--- src/rtl/isa_pkg.sv ---
// Shared ISA definitions: instruction/byte widths, the instruction field layout
// used by the executor's decoder, and the framer's byte-pairing states.
package isa_pkg;

  localparam int INST_W = 16;
  localparam int BYTE_W = 8;

  // Field layout: [Op 15:14][Mod 13:8][Src 7:4][Dst 3:0]
  typedef struct packed {
    logic [1:0] op;
    logic [5:0] mod;
    logic [3:0] src;
    logic [3:0] dst;
  } inst_t;

  typedef enum logic {
    EMPTY_HALF = 1'b0,
    HAVE_HIGH  = 1'b1
  } frame_state_t;

  function automatic inst_t pack_inst(input logic [BYTE_W-1:0] hi,
                                      input logic [BYTE_W-1:0] lo);
    return inst_t'({hi, lo});
  endfunction

endpackage

--- src/rtl/sync_fifo.sv ---
// Generic first-word-fall-through FIFO: the head entry is visible on rd_data
// combinationally; rd_en pops it. DEPTH must be a power of two.
module sync_fifo #(
  parameter int WIDTH = 16,
  parameter int DEPTH = 4
) (
  input  logic                       clk,
  input  logic                       rst,
  input  logic                       clr,
  input  logic                       wr_en,
  input  logic [WIDTH-1:0]           wr_data,
  input  logic                       rd_en,
  output logic [WIDTH-1:0]           rd_data,
  output logic                       full,
  output logic                       empty,
  output logic [$clog2(DEPTH):0]     level
);

  localparam int AW = $clog2(DEPTH);
  localparam logic [AW:0] FULL_COUNT = DEPTH[AW:0];

  logic [WIDTH-1:0] mem [DEPTH];
  logic [AW-1:0]    wr_ptr_reg;
  logic [AW-1:0]    rd_ptr_reg;
  logic [AW:0]      count_reg;
  logic             wr_do;
  logic             rd_do;

  assign full    = (count_reg == FULL_COUNT);
  assign empty   = (count_reg == '0);
  assign level   = count_reg;
  assign rd_data = mem[rd_ptr_reg];
  assign wr_do   = wr_en & ~full;
  assign rd_do   = rd_en & ~empty;

  // Pointers wrap naturally because DEPTH is a power of two.
  always_ff @(posedge clk) begin
    if (rst || clr) begin
      wr_ptr_reg <= '0;
      rd_ptr_reg <= '0;
      count_reg  <= '0;
    end else begin
      if (wr_do) wr_ptr_reg <= wr_ptr_reg + 1'b1;
      if (rd_do) rd_ptr_reg <= rd_ptr_reg + 1'b1;
      case ({wr_do, rd_do})
        2'b10:   count_reg <= count_reg + 1'b1;
        2'b01:   count_reg <= count_reg - 1'b1;
        default: count_reg <= count_reg;
      endcase
    end
  end

  always_ff @(posedge clk) begin
    if (wr_do && !clr && !rst) mem[wr_ptr_reg] <= wr_data;
  end

endmodule

--- src/rtl/uart_inst_framer.sv ---
// Pairs UART bytes into 16-bit instructions {high, low}, buffers them in a FWFT
// FIFO, and drops a stranded high byte after an inter-byte timeout.
module uart_inst_framer
  import isa_pkg::*;
#(
  parameter int FIFO_DEPTH     = 4,
  parameter int TIMEOUT_CYCLES = 200000
) (
  input  logic                          clk,
  input  logic                          rst,
  input  logic [BYTE_W-1:0]             byte_data,
  input  logic                          byte_valid,
  output logic                          byte_ready,
  output logic [INST_W-1:0]             inst_data,
  output logic                          inst_valid,
  input  logic                          inst_ready,
  input  logic                          flush,
  output logic [$clog2(FIFO_DEPTH):0]   level,
  output logic                          timeout_drop
);

  localparam int TW = $clog2(TIMEOUT_CYCLES + 1);
  localparam logic [TW-1:0] TIMER_LAST = TW'(TIMEOUT_CYCLES - 1);

  frame_state_t        state_reg;
  logic [BYTE_W-1:0]   hi_byte_reg;
  logic [TW-1:0]       timer_reg;
  logic                timeout_drop_reg;

  logic                fifo_full;
  logic                fifo_empty;
  logic [INST_W-1:0]   fifo_rd_data;
  inst_t               wr_inst;
  logic                byte_fire;
  logic                fifo_wr;
  logic                fifo_rd;

  // Only a low byte can be refused, and only while there is nowhere to put it.
  assign byte_ready   = ~((state_reg == HAVE_HIGH) & fifo_full);
  assign byte_fire    = byte_valid & byte_ready;
  assign fifo_wr      = byte_fire & (state_reg == HAVE_HIGH) & ~flush;
  assign fifo_rd      = inst_ready & ~fifo_empty;
  assign wr_inst      = pack_inst(hi_byte_reg, byte_data);
  assign inst_valid   = ~fifo_empty;
  assign inst_data    = fifo_empty ? '0 : fifo_rd_data;
  assign timeout_drop = timeout_drop_reg;

  always_ff @(posedge clk) begin
    if (rst || flush) begin
      state_reg        <= EMPTY_HALF;
      hi_byte_reg      <= '0;
      timer_reg        <= '0;
      timeout_drop_reg <= 1'b0;
    end else begin
      timeout_drop_reg <= 1'b0;
      case (state_reg)
        EMPTY_HALF: begin
          if (byte_fire) begin
            hi_byte_reg <= byte_data;
            timer_reg   <= '0;
            state_reg   <= HAVE_HIGH;
          end
        end
        HAVE_HIGH: begin
          if (byte_fire) begin
            timer_reg <= '0;
            state_reg <= EMPTY_HALF;
          end else if (!fifo_full) begin
            // Backpressure (full FIFO) freezes the timer: it is not a framing error.
            if (timer_reg == TIMER_LAST) begin
              timer_reg        <= '0;
              state_reg        <= EMPTY_HALF;
              timeout_drop_reg <= 1'b1;
            end else begin
              timer_reg <= timer_reg + 1'b1;
            end
          end
        end
        default: state_reg <= EMPTY_HALF;
      endcase
    end
  end

  sync_fifo #(
    .WIDTH (INST_W),
    .DEPTH (FIFO_DEPTH)
  ) u_fifo (
    .clk     (clk),
    .rst     (rst),
    .clr     (flush),
    .wr_en   (fifo_wr),
    .wr_data (wr_inst),
    .rd_en   (fifo_rd),
    .rd_data (fifo_rd_data),
    .full    (fifo_full),
    .empty   (fifo_empty),
    .level   (level)
  );

endmodule

--- config.mk ---
export PLATFORM = sky130hd
export DESIGN_NAME = uart_inst_framer
export DESIGN_NICKNAME = d
export VERILOG_FILES = /design/src/rtl/isa_pkg.sv /design/src/rtl/sync_fifo.sv /design/src/rtl/uart_inst_framer.sv
export SDC_FILE = /design/constraint.sdc
export NUM_CORES = 1
export LEC_CHECK = 0
export CORE_ASPECT_RATIO = 0.5
export CORE_UTILIZATION = 45
export CTS_CLUSTER_SIZE = 8
export DETAILED_ROUTE_END_ITERATION = 8
export PLACE_DENSITY = 0.66
export SLEW_MARGIN = 20
export SYNTH_ARGS = -nofsm -noshare
export SYNTH_HDL_FRONTEND = slang
export SYNTH_SLANG_ARGS = --single-unit
--- constraint.sdc ---
create_clock -name clk -period 4.28 [get_ports clk]
set_clock_uncertainty 0.15 [all_clocks]
set_input_delay 0.642 -clock clk [delete_from_list [all_inputs] [get_ports clk]]
set_output_delay 0.642 -clock clk [all_outputs]
set_load 0.02 [all_outputs]
==> out/metrics.yaml <==
cts_setup_buffers: 0
die_x_um: 139.0
cp_max_fo: 10
synthArstFlopShare: 0
max_freq_ghz: 0.3058
postRouteAntennaNets: 0
antenna_found_initial: 0
drive_gt1_frac: 0.1151
cts.sinks: 101
cts.clk_slew.worst_paths_ps: 60
largest_register_ffs: 64
worstSetupPathType: "flop to output pin"
hold_viol: 0
period_needed_ps: 3270
ctsResizeCount: 0
p_int_mw: 1.453
tns_ps: 0
rsz0062_at_grt: "false"
switching_power_uw: 361.2
vias: 2560
combPwrFrac: 0.027
worstPathArrival_ps: 2480
ioPinCount: 35
power_mw: 1.814
drv_cap: 0
avgSynthCellArea_um2: 12.99
clock_latency_ps: 330
clockRootBuffer: "clkbuf_16"
p_seq_frac: 0.573
viasPerCell: 5.311
fillers: 730
worst_path_max_delay_cell: "dfxtp_1"
grt_pass1_vias: 2518
grt_pass1_wl_um: 12290
slew_violations: 0
status: "finished, final reports clean"
io_buffers: 34
setup_viol: 0
gr-total-overflow: 0
num_rows: 24
cts_buffers: 9
cp_top_family: "buffers and inverters"
endpoint_kind: "output pin"
drc: 0
area_growth_pct: 17.04
worst_slew_pin_slew_ps: 756.1
syn_nets: 345
crit_chain: "buf_4, mux4_2, and2_1, clkdlybuf4s50_1"
power_density_mw_per_mm2: 367.1
final_util: 0.5559
ys_types: 45
wl_per_cell_um: 15.43
htreeDepth: 3
worst_ep_required_time_ps: 3490
startpoint_type: "flop"
min_period_over_period: 0.7640
synth_enable_flop_cells: 64
drt_first_pass_iters: 7
seq_area_frac_synth: 0.6307
ys_warn_count: 0
hold_class: "flop to flop"
coreArea_mm2: 0.008889
die_height_um: 70.49
p_clk_frac: 0.399
slowest_delay_ps: 600
ys_seq_elements: 101
hpwlAfterDp_um: 4907
grt_usage: 0.1664
place.gp.congestion: 0.7720
nets: 380
power.leakage_nw: 1.580
grt_max_degree: 28
cts_buffer_depth: 2
p_sw_frac: 0.1991
max-vdd-ir-drop_uv: 205.7
syn_area_mm2: 0.004222
design.die.area_mm2: 0.009796
ctsHoldBuffers: 0
path_buf_inv: 2
antenna_cells: 0
synth_ff_type: "edfxtp_1"
drt_iter0_drc: 119
relSlewSlack: 0.4943
syn_inst: 325
cts_tree: "yes"
place_ws_ps: 1299
postLayoutSetupSlackWorst_ps: 1010
start_util: 0.4749
wl_um: 7436
-- worst register-to-register path, stage by stage, from the launching register on --
cell,delay (ps)
dfxtp_1,430
or3_1,510
and2_1,300
ha_1,220
inv_1,60
fa_1,370
xor2_1,160
or3_1,300
a21oi_1,140
-- per-layer routing --
layer / global-route usage / up-vias / part of all wire
met1: 0.1988 / 1255 / 0.46
met2: 0.2896 / 45 / 0.51
li1: - / 1258 / -
met5: 0 / - / 0
met4: 0.06543 / 0 / 0.0047
met3: 0.04458 / 2 / 0.028
-- area by class of cell --
type,instances,area (um^2),share of cell area
Clock inverter,5,35.03,0.007090
Tap cell,117,146.4,0.02963
Clock buffer,11,232.7,0.04710
Multi-Input combinational cell,195,1430,0.2894
Inverter,13,48.80,0.009876
Timing Repair Buffer,40,385.4,0.07799
Sequential cell,101,2663,0.5389
-- final timing paths --
kind | from | endpoint | slack (ps) | cells after the start
max reg2reg | u_fifo.level[0] | u_fifo.level[2] | 1560 | 8
min | timer_reg[17] | timer_reg[17] | 340 | 1
min reg2reg | timer_reg[17] | timer_reg[17] | 340 | 1
max | flop | inst_data[0] | 1010 | 4
-- cells in the final DEF (no fill, tap or decap), types with 8 or more instances in the layout --
cell type and n:
a21oi_1 23, a31oi_1 8, and2_1 17, clkbuf_16 9
clkdlybuf4s50_1 34, dfxtp_1 37, edfxtp_1 64, inv_1 13
mux4_2 16, nand2_1 29, nand3_1 12, nor2_1 19
-- per-stage QoR --
stage               cells  instance area (um^2)  hold WS (ps)
floorplan             325                  4222         291.5
global placement      466                  4673         317.7
detailed placement    466                  4673         323.5
CTS                   482                  4941         338.8
global route          482                  4941         362.7
finish                482                  4941         337.1
-- Yosys cell counts (2+ instances only) --
library cell	number	share of area
xnor2_1	2	0.0042
and2_1	17	0.025
edfxtp_1	64	0.46
nor3_1	4	0.0047
nand3_1	12	0.014
nand2_1	29	0.026
nand4_1	4	0.0059
and4_1	2	0.0042
ha_1	6	0.018
or3_1	2	0.0030
mux4_2	16	0.085
mux2i_1	3	0.0071
nor4_1	2	0.0030
nor2b_1	2	0.0030
a31oi_1	8	0.012
inv_1	13	0.012
a21o_1	6	0.011
o21ai_1	5	0.0059
nor2_1	19	0.017
clkbuf_1	11	0.0098
a21oi_1	23	0.027
o21ai_0	4	0.0047
and3_1	3	0.0044
xor2_1	5	0.010
dfxtp_1	37	0.18
buf_6	2	0.0053
nand2b_1	4	0.0059
or2_2	3	0.0044
-- cell families (layout without fill, tap and decap cells) --
kind of cell	Yosys count	count (layout)	synth area share
AND/OR/NAND/NOR	111	111	0.1366
flip-flops	101	101	0.6307
AO/OA/AOI/OAI	51	51	0.07262
buffers and inverters	29	69	0.03053
multiplexers	19	19	0.09247
adder cells (fa/ha/maj)	7	7	0.02252
XOR/XNOR	7	7	0.01452
-- power groups by stage --
stage | Clock [mW] | Sequential [mW] | Combinational (mW)
2_1_floorplan | 0 | 1.06 | 0.0261
3_3_place_gp | 0 | 1.06 | 0.0487
3_5_place_dp | 0 | 1.06 | 0.0497
4_1_cts | 0.747 | 1.04 | 0.0500
5_1_grt | 0.786 | 1.04 | 0.0546
6_report | 0.724 | 1.04 | 0.0493
No activity file was read; power rests on OpenSTA's default activity.
